$ cat config.mk
export PLATFORM = sky130hd
export DESIGN_NAME = xgs_spi_access_arbiter
export DESIGN_NICKNAME = d
export VERILOG_FILES = /design/src/rtl/xgs_spi_access_arbiter.sv
export SDC_FILE = /design/constraint.sdc
export NUM_CORES = 1
export LEC_CHECK = 0
export ABC_AREA = 1
export BUFFER_PORTS_ARGS = -buffer_cell sky130_fd_sc_hd__buf_2
export CELL_PAD_IN_SITES_DETAIL_PLACEMENT = 1
export CELL_PAD_IN_SITES_GLOBAL_PLACEMENT = 1
export CORE_MARGIN = 3
export CORE_UTILIZATION = 30
export DETAILED_ROUTE_END_ITERATION = 10
export PLACE_DENSITY = 0.72
export SLEW_MARGIN = 0
export SYNTH_ARGS = -nofsm -noshare
export SYNTH_HDL_FRONTEND = slang
export SYNTH_SLANG_ARGS = --single-unit
$ cat constraint.sdc
create_clock -name sys_clk -period 1.9 [get_ports sys_clk]
set_input_delay 0.095 -clock sys_clk [delete_from_list [all_inputs] [get_ports sys_clk]]
set_output_delay 0.095 -clock sys_clk [all_outputs]
set_load 0.02 [all_outputs]
$ cat src/rtl/xgs_spi_access_arbiter.sv
// Round-robin arbiter sharing one XGS sensor SPI master among NREQ requesters.
// It allows one transaction in flight, lets only HP_IDX issue during blackout, and aborts a transaction on a watchdog timeout.
module xgs_spi_access_arbiter #(
  parameter int NREQ    = 3,
  parameter int AW      = 15,
  parameter int DW      = 16,
  parameter int TIMEOUT = 4095,
  parameter int HP_IDX  = 0
) (
  input  logic               sys_clk,
  input  logic               sys_reset_n,
  input  logic [NREQ-1:0]    req,
  input  logic [NREQ-1:0]    req_rnw,
  input  logic [NREQ*AW-1:0] req_addr,
  input  logic [NREQ*DW-1:0] req_wdata,
  output logic [NREQ-1:0]    gnt,
  output logic [NREQ-1:0]    ack,
  output logic [DW-1:0]      rdata,
  output logic               timeout_err,
  input  logic               blackout,
  output logic               spi_start,
  output logic               spi_rnw,
  output logic [AW-1:0]      spi_addr,
  output logic [DW-1:0]      spi_wdata,
  input  logic               spi_busy,
  input  logic               spi_done,
  input  logic [DW-1:0]      spi_rdata
);

  localparam int IW = (NREQ > 1) ? $clog2(NREQ) : 1;
  localparam int TW = $clog2(TIMEOUT + 1);
  localparam logic [NREQ-1:0] HP_MASK = NREQ'(1) << HP_IDX;

  typedef enum logic [1:0] {IDLE, ISSUE, WAIT, ACK} state_e;

  state_e            state_q, state_d;
  logic [IW-1:0]     rr_ptr_q, rr_ptr_d;
  logic [IW-1:0]     owner_q, owner_d;
  logic [TW-1:0]     timer_q, timer_d;
  logic [DW-1:0]     rdata_q, rdata_d;
  logic [NREQ-1:0]   ack_q, ack_d;
  logic              terr_q, terr_d;
  logic              start_q, start_d;
  logic              rnw_q, rnw_d;
  logic [AW-1:0]     addr_q, addr_d;
  logic [DW-1:0]     wdata_q, wdata_d;

  logic [NREQ-1:0]   elig;
  logic [IW-1:0]     winner;
  logic              found;
  int                scan_idx;

  // The scan starts one past the last owner, so the most recent owner has the lowest priority.
  always_comb begin
    elig     = req & ~({NREQ{blackout}} & ~HP_MASK);
    winner   = '0;
    found    = 1'b0;
    scan_idx = 0;
    for (int k = 1; k <= NREQ; k++) begin
      scan_idx = (int'(rr_ptr_q) + k) % NREQ;
      if (!found && elig[scan_idx]) begin
        winner = IW'(scan_idx);
        found  = 1'b1;
      end
    end
  end

  always_comb begin
    // NOTE: every signal gets a default before the case so no path can infer a latch.
    state_d  = state_q;
    rr_ptr_d = rr_ptr_q;
    owner_d  = owner_q;
    timer_d  = timer_q;
    rdata_d  = rdata_q;
    rnw_d    = rnw_q;
    addr_d   = addr_q;
    wdata_d  = wdata_q;
    ack_d    = '0;
    terr_d   = 1'b0;
    start_d  = 1'b0;
    gnt      = '0;
    unique case (state_q)
      IDLE: begin
        if (found && !spi_busy) begin
          gnt     = NREQ'(1) << winner;
          rnw_d   = req_rnw[winner];
          addr_d  = req_addr[int'(winner)*AW +: AW];
          wdata_d = req_wdata[int'(winner)*DW +: DW];
          owner_d = winner;
          start_d = 1'b1;
          state_d = ISSUE;
        end
      end
      ISSUE: begin
        // The timer holds the number of cycles elapsed since spi_start was high.
        timer_d = TW'(1);
        state_d = WAIT;
      end
      WAIT: begin
        timer_d = timer_q + TW'(1);
        if (spi_done) begin
          rdata_d = spi_rdata;
          ack_d   = NREQ'(1) << owner_q;
          state_d = ACK;
        end else if (timer_q == TW'(TIMEOUT - 1)) begin
          rdata_d = '0;
          ack_d   = NREQ'(1) << owner_q;
          terr_d  = 1'b1;
          state_d = ACK;
        end
      end
      ACK: begin
        rr_ptr_d = owner_q;
        state_d  = IDLE;
      end
      default: state_d = IDLE;
    endcase
  end

  // NOTE: sequential state uses non-blocking assignments only.
  always_ff @(posedge sys_clk or negedge sys_reset_n) begin
    if (!sys_reset_n) begin
      state_q  <= IDLE;
      rr_ptr_q <= IW'(NREQ - 1);
      owner_q  <= '0;
      timer_q  <= '0;
      rdata_q  <= '0;
      ack_q    <= '0;
      terr_q   <= 1'b0;
      start_q  <= 1'b0;
      rnw_q    <= 1'b0;
      addr_q   <= '0;
      wdata_q  <= '0;
    end else begin
      state_q  <= state_d;
      rr_ptr_q <= rr_ptr_d;
      owner_q  <= owner_d;
      timer_q  <= timer_d;
      rdata_q  <= rdata_d;
      ack_q    <= ack_d;
      terr_q   <= terr_d;
      start_q  <= start_d;
      rnw_q    <= rnw_d;
      addr_q   <= addr_d;
      wdata_q  <= wdata_d;
    end
  end

  assign ack         = ack_q;
  assign rdata       = rdata_q;
  assign timeout_err = terr_q;
  assign spi_start   = start_q;
  assign spi_rnw     = rnw_q;
  assign spi_addr    = addr_q;
  assign spi_wdata   = wdata_q;

endmodule

==> flow_metrics.tcl <==
set metrics [dict create \
    status "finished with violations" \
    violations "setup timing" \
    cp-endpoint "gnt[0]" \
    cp.arrival_ns 2.10 \
    synth_area_leaders "dfrtp_1 (40%), inv_1 (12%), nand3_1 (10%)" \
    drive_gt1_share_pct 50.6 \
    ys.flop_type "dfrtp_1" \
    min_period_ns 2.19 \
    async_flop_share_pct 100 \
    die_area_um2 16300 \
    max_cap_violations 0 \
    final_nets 989 \
    grt.total_usage_pct 21.8 \
    hold_violations 0 \
    grt_setup_unrepaired "true" \
    crit_type "reg -> out" \
    start_util_pct 31.3 \
    synthDistinctLibCells 33 \
    cts_num_sinks 71 \
    area_growth_pct 68.9 \
    min_path_cells 3 \
    n_antenna_cell 0 \
    vias 5048 \
    hold_path.class "in -> reg" \
    vias_per_cell 4.84 \
    fin_tns_setup_ns -6.22 \
    wirelength_um 18500 \
    critical_path.top_delay_family "simple AND/OR/NAND/NOR gates" \
    netlist_area_um2 4430 \
    slew_viol_final 0 \
    synth_common_cells "inv_1 (142), nand2_1 (113), nand3_1 (90), dfrtp_1 (70), a21oi_1 (41)" \
    worstSkewPairLatency_ns 0.34 \
    fin_ws_ns -0.290 \
    ys_seq_area_share_pct 40.1 \
    cp.depth 10 \
    fmax_ghz 0.457 \
    grt.overflow.total 0 \
    clkTransAtPathRegs_ns 0.06 \
    final.period_utilization_pct 115 \
    dp_hpwl_um 11500 \
    synth.avg_cell_area_um2 7.26 \
    cts_root_buffer "clkbuf_16" \
    worst_pin_slew_ns 0.548 \
    switchingPower_mw 5.39 \
    p_comb_share_pct 64.2 \
    r2r_cells 13 \
    stdcell_count 1043 \
    intPower_mw 6.62 \
    syn_nets 740 \
    cpPeakStageDelay_ns 0.55 \
    critPathCaptureType "output pin" \
    cp_num_buf_inv 3 \
    grt_pass1_wl_um 28100 \
    portBuffers 175 \
    total_power_mw 12.0 \
    synth_seq_cells 71 \
    syn_inst 611 \
    crit_slowest_cell "dfstp_2" \
    chipHeight_um 128 \
    num_io_pins 176 \
    ant_nets 0 \
    finalSetupViolCount 36 \
    avgRoutedWirePerCell_um 17.7 \
    clkPwrFrac_pct 15.6 \
    pwr-share-seq_pct 20.3 \
    rows 43 \
    first_global_vias 5576 \
    rr_startpoint "rr_ptr_q[1]$_DFFE_PN1N_" \
    netlist.top_cell.by_area "dfrtp_1" \
    firstDrtPassIters 4 \
    place.gp.congestion 0.814 \
    power_density_nw_per_um2 1610 \
    drt_iter0_drc 231 \
    numCtsBuffers 9 \
    cp_cell_sequence "ha_4 -> inv_4 -> nand2_2 -> nand3_4 -> nand2_8 -> nand3b_4 -> nand3_4 -> buf_6 -> nor3_4 -> buf_6" \
    final.setup_skew_ns 0.00883 \
    grt_max_degree 39 \
    ir_drop_uv 932 \
    synth-edff-count 0 \
    core_um2 14100 \
    dpl.cell_count 980 \
    synth.most_common_cell "inv_1" \
    cp_max_fo 5 \
    ys_warn_count 0 \
    critPathLaunchType "register" \
    cts_buffer_depth 2 \
    pre_cts_ws_ns -0.220 \
    ff2ff_setup_slack_ns -0.21 \
    cp_data_required_time_ns 1.80 \
    swShare_pct 44.9 \
    leakage_nw 4.23 \
    antenna_found_initial 1 \
    die_x_um 128 \
    r2r-end "spi_addr[6]$_DFFE_PN0P_" \
    synth_top_area_share_pct 39.5 \
    cts_tree "yes" \
    post-route-drc-count 0 \
    cts_htree_levels 3 \
    slew_headroom_pct 63.4 \
    cp-startpoint "rr_ptr_q[1]$_DFFE_PN1N_" \
]
tightest hold or removal path: cells and delay by family:
kind | cells | cell delay (ns)
compound gates | 2 | 0.17
buf+inv | 1 | 0.08
stage by stage:
step / instance area [um^2] / hold WS (ns) / util (%)
after floorplan: 4460 / -0.201 / -
after global placement: 5780 / 0.100 / 40.9
after detailed placement: 5780 / 0.116 / 40.9
after CTS: 7040 / 0.0455 / 49.8
after global routing: 7490 / 0.0512 / 52.9
final: 7490 / 0.0402 / 52.9
cell type report:
cell class,count,area [um^2]
inverters,159,617
clock inverters,3,67.6
well taps,180,225
flip-flops and latches,71,1780
clock buffers,11,253
multi-input cells,354,2530
repair buffers,265,2010
fillers,1723,6660
flip-flops by register name (all words and copies together) (netlist names):
| name | flops |
|---|---|
| owner_q | 2 |
| spi_addr | 15 |
| rdata | 16 |
| timeout_err | 1 |
| state_q | 2 |
| spi_wdata | 16 |
| spi_start | 1 |
| ack | 3 |
| timer_q | 12 |
| rr_ptr_q | 2 |
| spi_rnw | 1 |
power groups by stage:
| stage | clock network, mW | logic, mW | registers, mW |
|---|---|---|---|
| 2_1_floorplan | 0 | 2.85 | 3.00 |
| 3_3_place_gp | 0 | 5.15 | 2.42 |
| 3_5_place_dp | 0 | 5.36 | 2.45 |
| 4_1_cts | 1.91 | 7.07 | 2.43 |
| 5_1_grt | 1.97 | 8.27 | 2.50 |
| 6_report | 1.87 | 7.71 | 2.44 |
per-layer routing:
layer | part of all wire (%) | wire [um] | up-vias | global-route usage (%)
li1 | - | - | 2373 | -
met1 | 40 | 7310 | 2456 | 24.8
met2 | 52 | 9540 | 185 | 39.6
met3 | 6.7 | 1240 | 32 | 5.06
met4 | 2.2 | 405 | 2 | 7.82
met5 | 0.038 | 7 | - | 0
cell usage in the layout, fill, tap and decap left out, types with 4 or more instances in the layout:
cell | netlist | layout
nand3_1 | 90 | 63
buf_4 | 1 | 37
nand3_2 | 2 | 22
o21ai_0 | 14 | 10
inv_1 | 142 | 135
clkbuf_16 | 0 | 12
nor2_1 | 15 | 10
o21ai_1 | 2 | 4
dfrtp_1 | 70 | 70
nand3_4 | 0 | 7
nor3_1 | 8 | 5
dlygate4sd3_1 | 0 | 17
inv_2 | 17 | 20
buf_12 | 0 | 8
nand2_4 | 2 | 16
a21oi_4 | 1 | 10
buf_6 | 5 | 18
a21oi_1 | 41 | 16
nor2_2 | 3 | 5
nand2_2 | 13 | 26
ha_1 | 9 | 6
buf_16 | 0 | 7
buf_2 | 13 | 171
a21oi_2 | 30 | 46
nand2_1 | 113 | 84
cells by family (layout without fill, tap and decap cells):
logic type / Yosys count / in the layout / synth area share (%)
and+or+nand+nor: 252 / 252 / 26.7
buffers and inverters: 186 / 438 / 17.0
xor gates and xnor gates: 1 / 1 / 0.198
AOI/OAI and AO/OA: 92 / 92 / 13.4
DFF: 71 / 71 / 40.1
adders and majority gates: 9 / 9 / 2.54
repair_timing:
item                                    in CTS  in global routing
endpoints found under the hold margin       52                  0
buffers inserted                            17                  9
endpoints found under the setup margin      39                 42
hold buffers                                17                  0
gates resized for setup                     90                106
pin swaps                                   20                 34
gates cloned                                 9                  3
worst min-delay path by stage:
stage	startpoint	to	slack [ns]
2_1_floorplan	sys_reset_n	ack[0]$_DFF_PN0_	-0.20
3_3_place_gp	sys_reset_n	spi_addr[7]$_DFFE_PN0P_	0.10
3_5_place_dp	sys_reset_n	spi_addr[7]$_DFFE_PN0P_	0.12
4_1_cts	req_addr[41]	spi_addr[11]$_DFFE_PN0P_	0.05
5_1_grt	req_addr[43]	spi_addr[13]$_DFFE_PN0P_	0.05
6_report	req_wdata[47]	spi_wdata[15]$_DFFE_PN0P_	0.04
(Power assumes the default switching activity.)
